File: src/rtl/router_olck_pkg.sv
// Shared types and width helpers for the router output-port lock/credit controller.
package router_olck_pkg;

    typedef enum logic {
        IDLE   = 1'b0,
        LOCKED = 1'b1
    } olck_state_e;

    function automatic int owner_width(input int num_in);
        return (num_in < 2) ? 1 : $clog2(num_in);
    endfunction

    function automatic int credit_width(input int credits);
        return $clog2(credits + 1);
    endfunction

    localparam int DEF_NUM_IN  = 4;
    localparam int DEF_CREDITS = 4;
    localparam int OWNER_W     = owner_width(DEF_NUM_IN);
    localparam int CREDIT_W    = credit_width(DEF_CREDITS);

endpackage

File: src/rtl/router_rr_arbiter.sv
// Combinational round-robin select: first requester at or after i_ptr wins.
module router_rr_arbiter
    import router_olck_pkg::*;
#(
    parameter int NUM_IN  = DEF_NUM_IN,
    parameter int OWNER_W = owner_width(NUM_IN)
) (
    input  logic [NUM_IN-1:0]  i_req,
    input  logic [OWNER_W-1:0] i_ptr,
    output logic [NUM_IN-1:0]  o_gnt,
    output logic [OWNER_W-1:0] o_idx,
    output logic               o_any
);

    logic [OWNER_W-1:0] w_idx;
    int                 w_sum;

    always_comb begin
        o_gnt = '0;
        o_idx = '0;
        o_any = 1'b0;
        w_idx = '0;
        w_sum = 0;
        for (int k = 0; k < NUM_IN; k++) begin
            // Walk the ring starting at the pointer, wrapping past the last input.
            w_sum = int'(i_ptr) + k;
            if (w_sum >= NUM_IN) begin
                w_sum = w_sum - NUM_IN;
            end
            w_idx = OWNER_W'(w_sum);
            if (!o_any && i_req[w_idx]) begin
                o_any        = 1'b1;
                o_gnt[w_idx] = 1'b1;
                o_idx        = w_idx;
            end
        end
    end

endmodule

File: src/rtl/router_olck_ctrl.sv
// Output-port lock and credit controller: arbitrates heads, holds the port until
// the tail transfers, and meters flits against downstream buffer credits.
module router_olck_ctrl
    import router_olck_pkg::*;
#(
    parameter int NUM_IN  = DEF_NUM_IN,
    parameter int FLIT_W  = 32,
    parameter int CREDITS = DEF_CREDITS
) (
    input  logic                             clk,
    input  logic                             reset,
    input  logic [NUM_IN-1:0]                in_valid,
    input  logic [NUM_IN-1:0]                in_head,
    input  logic [NUM_IN-1:0]                in_tail,
    input  logic [NUM_IN*FLIT_W-1:0]         in_flit,
    output logic [NUM_IN-1:0]                in_ready,
    output logic                             out_valid,
    output logic [FLIT_W-1:0]                out_flit,
    output logic                             out_lock,
    output logic [owner_width(NUM_IN)-1:0]   out_owner,
    input  logic                             credit_ret,
    output logic [credit_width(CREDITS)-1:0] credit_cnt,
    output logic                             credit_err
);

    localparam int OWN_W = owner_width(NUM_IN);
    localparam int CRD_W = credit_width(CREDITS);
    localparam logic [OWN_W-1:0] LAST_IN  = OWN_W'(NUM_IN - 1);
    localparam logic [CRD_W-1:0] FULL_CRD = CRD_W'(CREDITS);

    olck_state_e        r_state;
    olck_state_e        w_state_nxt;
    logic [OWN_W-1:0]   r_owner;
    logic [OWN_W-1:0]   r_rr_ptr;
    logic               r_out_valid;
    logic [FLIT_W-1:0]  r_out_flit;
    logic [CRD_W-1:0]   r_credit;
    logic               r_err;

    logic [NUM_IN-1:0]  w_cand;
    logic [NUM_IN-1:0]  w_gnt;
    logic [OWN_W-1:0]   w_gnt_idx;
    logic               w_gnt_any;
    logic               w_has_credit;
    logic               w_xfer;
    logic               w_tail_xfer;
    logic [OWN_W-1:0]   w_rr_next;
    logic [NUM_IN-1:0]  w_ready;
    logic [FLIT_W-1:0]  w_owner_flit;

    assign w_cand = in_valid & in_head;

    router_rr_arbiter #(
        .NUM_IN  (NUM_IN),
        .OWNER_W (OWN_W)
    ) u_arb (
        .i_req (w_cand),
        .i_ptr (r_rr_ptr),
        .o_gnt (w_gnt),
        .o_idx (w_gnt_idx),
        .o_any (w_gnt_any)
    );

    assign w_has_credit = (r_credit != '0);
    assign w_xfer       = (r_state == LOCKED) && in_valid[r_owner] && w_has_credit;
    assign w_tail_xfer  = w_xfer && in_tail[r_owner];
    assign w_rr_next    = (r_owner == LAST_IN) ? '0 : r_owner + 1'b1;
    assign w_owner_flit = in_flit[int'(r_owner)*FLIT_W +: FLIT_W];

    always_comb begin
        w_ready = '0;
        if (r_state == LOCKED) begin
            w_ready[r_owner] = w_has_credit;
        end
    end

    always_comb begin
        w_state_nxt = r_state;
        case (r_state)
            IDLE:    if (w_gnt_any)   w_state_nxt = LOCKED;
            LOCKED:  if (w_tail_xfer) w_state_nxt = IDLE;
            default: w_state_nxt = IDLE;
        endcase
    end

    always_ff @(posedge clk) begin
        if (reset) begin
            r_state  <= IDLE;
            r_owner  <= '0;
            r_rr_ptr <= '0;
        end else begin
            r_state <= w_state_nxt;
            if (r_state == IDLE && w_gnt_any) begin
                r_owner <= w_gnt_idx;
            end
            if (w_tail_xfer) begin
                r_rr_ptr <= w_rr_next;
            end
        end
    end

    always_ff @(posedge clk) begin
        if (reset) begin
            r_out_valid <= 1'b0;
            r_out_flit  <= '0;
        end else begin
            r_out_valid <= w_xfer;
            if (w_xfer) begin
                r_out_flit <= w_owner_flit;
            end
        end
    end

    // A return that would exceed the buffer depth is dropped and flagged until reset.
    always_ff @(posedge clk) begin
        if (reset) begin
            r_credit <= FULL_CRD;
            r_err    <= 1'b0;
        end else begin
            case ({w_xfer, credit_ret})
                2'b10: r_credit <= r_credit - 1'b1;
                2'b01: begin
                    if (r_credit == FULL_CRD) begin
                        r_err <= 1'b1;
                    end else begin
                        r_credit <= r_credit + 1'b1;
                    end
                end
                default: r_credit <= r_credit;
            endcase
        end
    end

    assign in_ready   = w_ready;
    assign out_valid  = r_out_valid;
    assign out_flit   = r_out_flit;
    assign out_lock   = (r_state == LOCKED);
    assign out_owner  = r_owner;
    assign credit_cnt = r_credit;
    assign credit_err = r_err;

    logic w_unused;
    assign w_unused = ^w_gnt;

endmodule

File: config.mk
export PLATFORM = sky130hd
export DESIGN_NAME = router_olck_ctrl
export DESIGN_NICKNAME = d
export VERILOG_FILES = /design/src/rtl/router_olck_pkg.sv /design/src/rtl/router_rr_arbiter.sv /design/src/rtl/router_olck_ctrl.sv
export SDC_FILE = /design/constraint.sdc
export NUM_CORES = 1
export LEC_CHECK = 0
export ABC_AREA = 1
export CAP_MARGIN = 40
export CORE_MARGIN = 5
export CORE_UTILIZATION = 30
export DETAILED_ROUTE_END_ITERATION = 12
export PLACE_DENSITY = 0.7
export SYNTH_ARGS = -nofsm -noshare
export SYNTH_HDL_FRONTEND = slang
export SYNTH_SLANG_ARGS = --single-unit
File: constraint.sdc
create_clock -name clk -period 2.4 [get_ports clk]
set_input_delay 0.72 -clock clk [delete_from_list [all_inputs] [get_ports clk]]
set_output_delay 0.72 -clock clk [all_outputs]
set_load 0.02 [all_outputs]
==> results of run 1 <==
## state kept, by name (all words and copies together) (netlist names)
signal      cells
credit_cnt      3
credit_err      1
out_flit       32
out_lock        1
out_owner       2
out_valid       1
r_rr_ptr        2
## path summary, 6_finish.rpt
| path | end | slack, ns |
|---|---|---|
| max | in_ready[1] | 0.15 |
| min | credit_err | 0.48 |
| max reg2reg | credit_cnt[2] | 0.41 |
| min reg2reg | credit_err | 0.48 |
## cell type report
cell class | count | area [um2]
clock buffer | 7 | 86.3
clock inverter | 1 | 5.00
fill | 928 | 4280
inverter | 16 | 67.6
multi-input combinational | 377 | 1730
sequential | 42 | 842
tap | 111 | 139
timing repair buffer | 205 | 2050
## per-stage QoR
step	area [um2]	setup WS [ns]	utilization	setup TNS, ns
global placement	4820	0.0270	0.524	0
CTS	4910	0.0112	0.534	0
global route	4920	0.0511	0.535	0
floorplan	2810	0.113	-	0
detailed placement	4820	-0.0670	0.524	-0.0670
finish	4920	0.149	0.535	0
## metal layers
layer  routed length (um)  global-route usage
met1                 4390               0.210
met2                 5660               0.343
met3                  814              0.0470
met4                  160              0.0438
met5                    0                   0
## cell usage after synthesis
library cell / n / area, um2
a21boi_0: 1 / 7.51
a21oi_1: 8 / 40.0
a22oi_1: 1 / 7.51
a31oi_1: 33 / 206
buf_1: 4 / 15.0
buf_2: 11 / 55.1
buf_4: 1 / 7.51
buf_6: 4 / 45.0
clkbuf_1: 13 / 48.8
dfxtp_1: 42 / 841
fa_1: 1 / 20.0
ha_1: 4 / 50.1
inv_1: 11 / 41.3
inv_2: 3 / 11.3
inv_4: 1 / 6.26
inv_6: 1 / 8.76
nand2_1: 59 / 221
nand2_2: 2 / 12.5
nand3_1: 15 / 75.1
nand4_1: 1 / 6.26
nor2_1: 146 / 548
nor3_1: 2 / 10.0
o211ai_1: 1 / 7.51
o21a_1: 1 / 7.51
o21ai_0: 74 / 370
o21ai_1: 27 / 135
or2_1: 1 / 6.26
## where the power goes
part	switching, uW	internal [uW]	leakage (uW)	total (uW)
registers	186	968	0.000345	1150
clock network	233	232	0.0000482	465
logic	1830	1380	0.00162	3210
## logic make-up after synthesis
logic type / after synthesis / share of synthesized area
simple gates: 226 / 0.313
compound gates: 146 / 0.278
buf+inv: 49 / 0.0850
flops: 42 / 0.299
fa+ha+maj: 5 / 0.0249
## what timing repair did
action,4_1_cts,5_1_grt
gates resized for setup,6,2
endpoints found under the setup margin,6,1
pin swaps,0,0
setup buffers,0,0
hold buffers,0,0
hold endpoints to repair,0,0
==> flow_metrics.env, run 1 <==
export IMPL_min_period_ns=2.25
export IMPL_worst_path_most_repeated_cell="nor2_1"
export IMPL_cp_top_family="buffers and inverters"
export IMPL_ff2ff_path_depth=13
export IMPL_yosys_warnings=0
export IMPL_relSlewSlack=0.727
export IMPL_worstSetupEndpointType="output port"
export IMPL_min_path_cells=1
export IMPL_setup_violations=0
export IMPL_io_buffers=186
export IMPL_finalCritPeriodShare=0.938
export IMPL_rr_startpoint="out_owner[0]"
export IMPL_drt_vias_per_instance=5.00
export IMPL_numPlacedInstances=751
export IMPL_io_pins=187
export IMPL_worstHoldPathType="register to register"
export IMPL_synthCells=468
export IMPL_yosys_register_bits=42
export IMPL_post_route_drc_count=0
export IMPL_worstHoldStart="credit_err"
export IMPL_grt_pass1_vias=3643
export IMPL_wire_per_inst_um=14.5
export IMPL_nets=795
export IMPL_finClkSkew_ns=0.00494
export IMPL_hold_violations=0
export IMPL_synth_distinct_cells=27
export IMPL_final_cell_mix="180 x clkdlybuf4s50_1, 146 x nor2_1, 74 x o21ai_0"
export IMPL_path_depth=5
export IMPL_worstPathMaxFanout=5
export IMPL_die_y_um=107
export IMPL_netlist_area_mm2=0.00281
export IMPL_maxCapViolCount=0
export IMPL_cts_tree="built"
export IMPL_clk_path_buf_depth=2
export IMPL_cts_sinks=42
export IMPL_fmax_ghz=0.444
export IMPL_syn_nets=616
export IMPL_finalMaxSlewViolations=0
export IMPL_grt_pass1_wl_um=17500
export IMPL_place_hpwl_um=8670
export IMPL_via_count=3794
export IMPL_core_mm2=0.00920
export IMPL_drive_gt1_frac=0.0525
export IMPL_ys_seq_area_frac=0.299
export IMPL_critical_path_buf_inv_count=2
export IMPL_clk_pin_slew_ns=0.08
export IMPL_crit_path_max_incr_delay_ns=0.44
export IMPL_holdWs_ns=0.483
export IMPL_grt_max_degree=44
export IMPL_grt_overflow=0
export IMPL_ir_worst_vdd_v=0.000393
export IMPL_antenna_found_initial=0
export IMPL_slowest_stage="dfxtp_1"
export IMPL_critPathArrivalTime_ns=1.53
export IMPL_syn_avg_cell_area_um2=6.01
export IMPL_power_total_uw=4830
export IMPL_critPathLaunchType="register"
export IMPL_chipWidth_um=107
export IMPL_numCtsBuffers=5
export IMPL_rsz0062_at_grt="no"
export IMPL_diodes=0
export IMPL_drt_iter0_drc=131
export IMPL_gp_congestion=0.794
export IMPL_crit_type="register to output port"
export IMPL_placementRows=35
export IMPL_cts_root_buf="clkbuf_8"
export IMPL_grtUsageTotal=0.185
export IMPL_required_ns=1.68
export IMPL_fin_cells=759
export IMPL_finalWirelength_um=11000
export IMPL_powerDensity_mw_per_mm2=982
export IMPL_initial_core_util=0.306
export IMPL_drt_pass1_iter_count=4
export IMPL_p_leak_uw=0.00201
export IMPL_htreeDepth=2
export IMPL_crit_chain="nor3_1 -> nor2_1 -> inv_1 -> nor2_1 -> dlygate4sd2_1"
export IMPL_insertion_delay_ns=0.29
export IMPL_ant_nets=0
export IMPL_outcome="completed"
export IMPL_die_area_mm2=0.0114
export IMPL_syn2layout_area_growth_pct=74.9
export IMPL_layout_commonest_cell="clkdlybuf4s50_1"
export IMPL_crit_start="credit_cnt[1]"
export IMPL_worstMarginPinSlew_ns=0.408
Note: power is estimated with default switching activity, not from simulation.
==> run 2, diff against run 1 <==
Settings changed: CORE_MARGIN 5 to 2.
==> run 2 against run 1 <==
Net effect: maximum frequency up 0.96%; global-route usage increased by 1.2 points; first-iteration DRC count is 17% lower; critical path type unchanged; die area is 11% lower; core utilization about the same; clock-buffer cell count unchanged; combinational power decreased by 2%; setup slack better by 0.021 ns; sequential power is essentially flat; non-clock buffer count is the same; clock skew up 0.00052 ns; register-to-register slack better by 0.09 ns; highest routed layer unchanged.
==> flow_metrics.env, run 2 (synthesized netlist as in run 1, its figures left out) <==
export IMPL_final_cell_mix="180 x clkdlybuf4s50_1, 146 x nor2_1, 74 x o21ai_0"
export IMPL_min_period_ns=2.23
export IMPL_drt_vias_per_instance=4.88
export IMPL_placed_cell_area_mm2=0.00481
export IMPL_power_total_uw=4740
export IMPL_cp_top_family="buffers and inverters"
export IMPL_grt_max_degree=33
export IMPL_numCtsBuffers=5
export IMPL_reg2reg_slack_ns=0.50
export IMPL_grt_overflow=0
export IMPL_relSlewSlack=0.741
export IMPL_die_y_um=101
export IMPL_grtUsageTotal=0.197
export IMPL_antenna_found_initial=0
export IMPL_critical_path_buf_inv_count=2
export IMPL_diodes=0
export IMPL_via_count=3696
export IMPL_finalCritPeriodShare=0.929
export IMPL_worstSetupEndpointType="output port"
export IMPL_regArea_um2=843
export IMPL_layout_commonest_cell="clkdlybuf4s50_1"
export IMPL_htreeDepth=2
export IMPL_cts_root_buf="clkbuf_8"
export IMPL_rr_startpoint="out_owner[0]"
export IMPL_drt_pass1_iter_count=4
export IMPL_grt_pass1_vias=3547
export IMPL_clk_pin_slew_ns=0.08
export IMPL_clk_path_buf_depth=2
export IMPL_largest_reg_flops=32
export IMPL_rsz0062_at_grt="no"
export IMPL_worstMarginPinSlew_ns=0.388
export IMPL_io_pins=187
export IMPL_initial_core_util=0.307
export IMPL_post_route_drc_count=0
export IMPL_die_area_mm2=0.0102
export IMPL_powerDensity_mw_per_mm2=968
export IMPL_cts_sinks=42
export IMPL_ir_worst_vdd_v=0.000342
export IMPL_tns_ns=0
export IMPL_critPathLaunchType="register"
export IMPL_syn2layout_area_growth_pct=74.1
export IMPL_holdWs_ns=0.477
export IMPL_insertion_delay_ns=0.28
export IMPL_wire_per_inst_um=13.4
export IMPL_finalMaxSlewViolations=0
export IMPL_fmax_ghz=0.449
export IMPL_drt_iter0_drc=109
export IMPL_place_hpwl_um=7780
export IMPL_crit_end="in_ready[2]"
export IMPL_finClkSkew_ns=0.00547
export IMPL_ff2ff_path_depth=13
export IMPL_chipWidth_um=101
export IMPL_io_buffers=186
export IMPL_placementRows=35
export IMPL_ant_nets=0
export IMPL_gp_congestion=0.806
export IMPL_drive_gt1_frac=0.0510
export IMPL_cts_tree="built"
export IMPL_final_area_mm2=0.00489
export IMPL_slowest_stage="dfxtp_1"
export IMPL_crit_chain="nor3_1 -> nor2_1 -> inv_1 -> nor2_1 -> dlygate4sd2_1"
export IMPL_crit_start="credit_cnt[1]"
export IMPL_hold_violations=0
export IMPL_num_fill_cells=895
export IMPL_worstPathMaxFanout=5
export IMPL_grt_pass1_wl_um=16400
export IMPL_critPathArrivalTime_ns=1.51
export IMPL_final_core_util=0.535
export IMPL_cts_setup_buffers=0
export IMPL_r2r_end="credit_cnt[2]"
export IMPL_outcome="completed"
export IMPL_worst_path_most_repeated_cell="nor2_1"
export IMPL_crit_type="register to output port"
export IMPL_required_ns=1.68
export IMPL_multi_input_area_mm2=0.00173
export IMPL_setup_violations=0
export IMPL_path_depth=5
export IMPL_finalWirelength_um=10200
export IMPL_nets=795
export IMPL_p_leak_uw=0.00201
export IMPL_core_mm2=0.00915
export IMPL_worstHoldPathType="register to register"
export IMPL_hold_buffers=0
export IMPL_maxCapViolCount=0
export IMPL_crit_path_max_incr_delay_ns=0.44
## run 2: cell types whose count changed in the layout (fill, tap and decap cells not counted), sizes merged
cell / change
clkinv: -1
dlymetal6s2s: +1
dlygate4sd2: -1
## run 2: worst min path at each step
stage | cells past startpoint | endpoint | from
floorplan | 2 | r_rr_ptr[1] | r_rr_ptr[1]
global placement | 1 | credit_err | credit_err
detailed placement | 1 | credit_err | credit_err
CTS | 1 | credit_err | credit_err
global route | 1 | credit_err | credit_err
finish | 1 | credit_err | credit_err
## run 2: area by class of cell
type | count | area share
Sequential cell | 42 | 0.172
Multi-Input combinational cell | 377 | 0.354
Tap cell | 111 | 0.0284
Inverter | 16 | 0.0143
Timing Repair Buffer | 205 | 0.415
Clock buffer | 7 | 0.0156
## run 2: stage by stage
stage / worst slack (ns) / std cells
final: 0.171 / 758
after global routing: 0.0117 / 758
after CTS: 0.0218 / 758
after detailed placement: -0.0321 / 751
after global placement: 0.0231 / 751
after floorplan: 0.113 / 468
## run 2: worst register-to-register path, delay by kind of cell, from the launching register on
family | cells | cell delay (ns)
buffers and inverters | 2 | 0.26
adder cells (fa/ha/maj) | 1 | 0.40
flip-flops | 1 | 0.42
AND/OR/NAND/NOR | 10 | 0.69
## run 2: repair_timing
item | CTS | global route
pin swaps | 0 | 0
gates resized for setup | 7 | 2
cloned | 0 | 0
endpoints found under the setup margin | 6 | 2
## run 2: power breakdown
group	switching, uW	internal [uW]	total (uW)
Combinational	1790	1360	3150
Clock	229	201	429
Sequential	191	970	1160
## run 2: per-layer routing
layer,vias up,GRT usage,routed length (um)
li1,1922,-,-
met1,1642,0.238,4380
met2,128,0.355,4890
met3,4,0.0499,820
met4,0,0.0337,72
met5,-,0,0
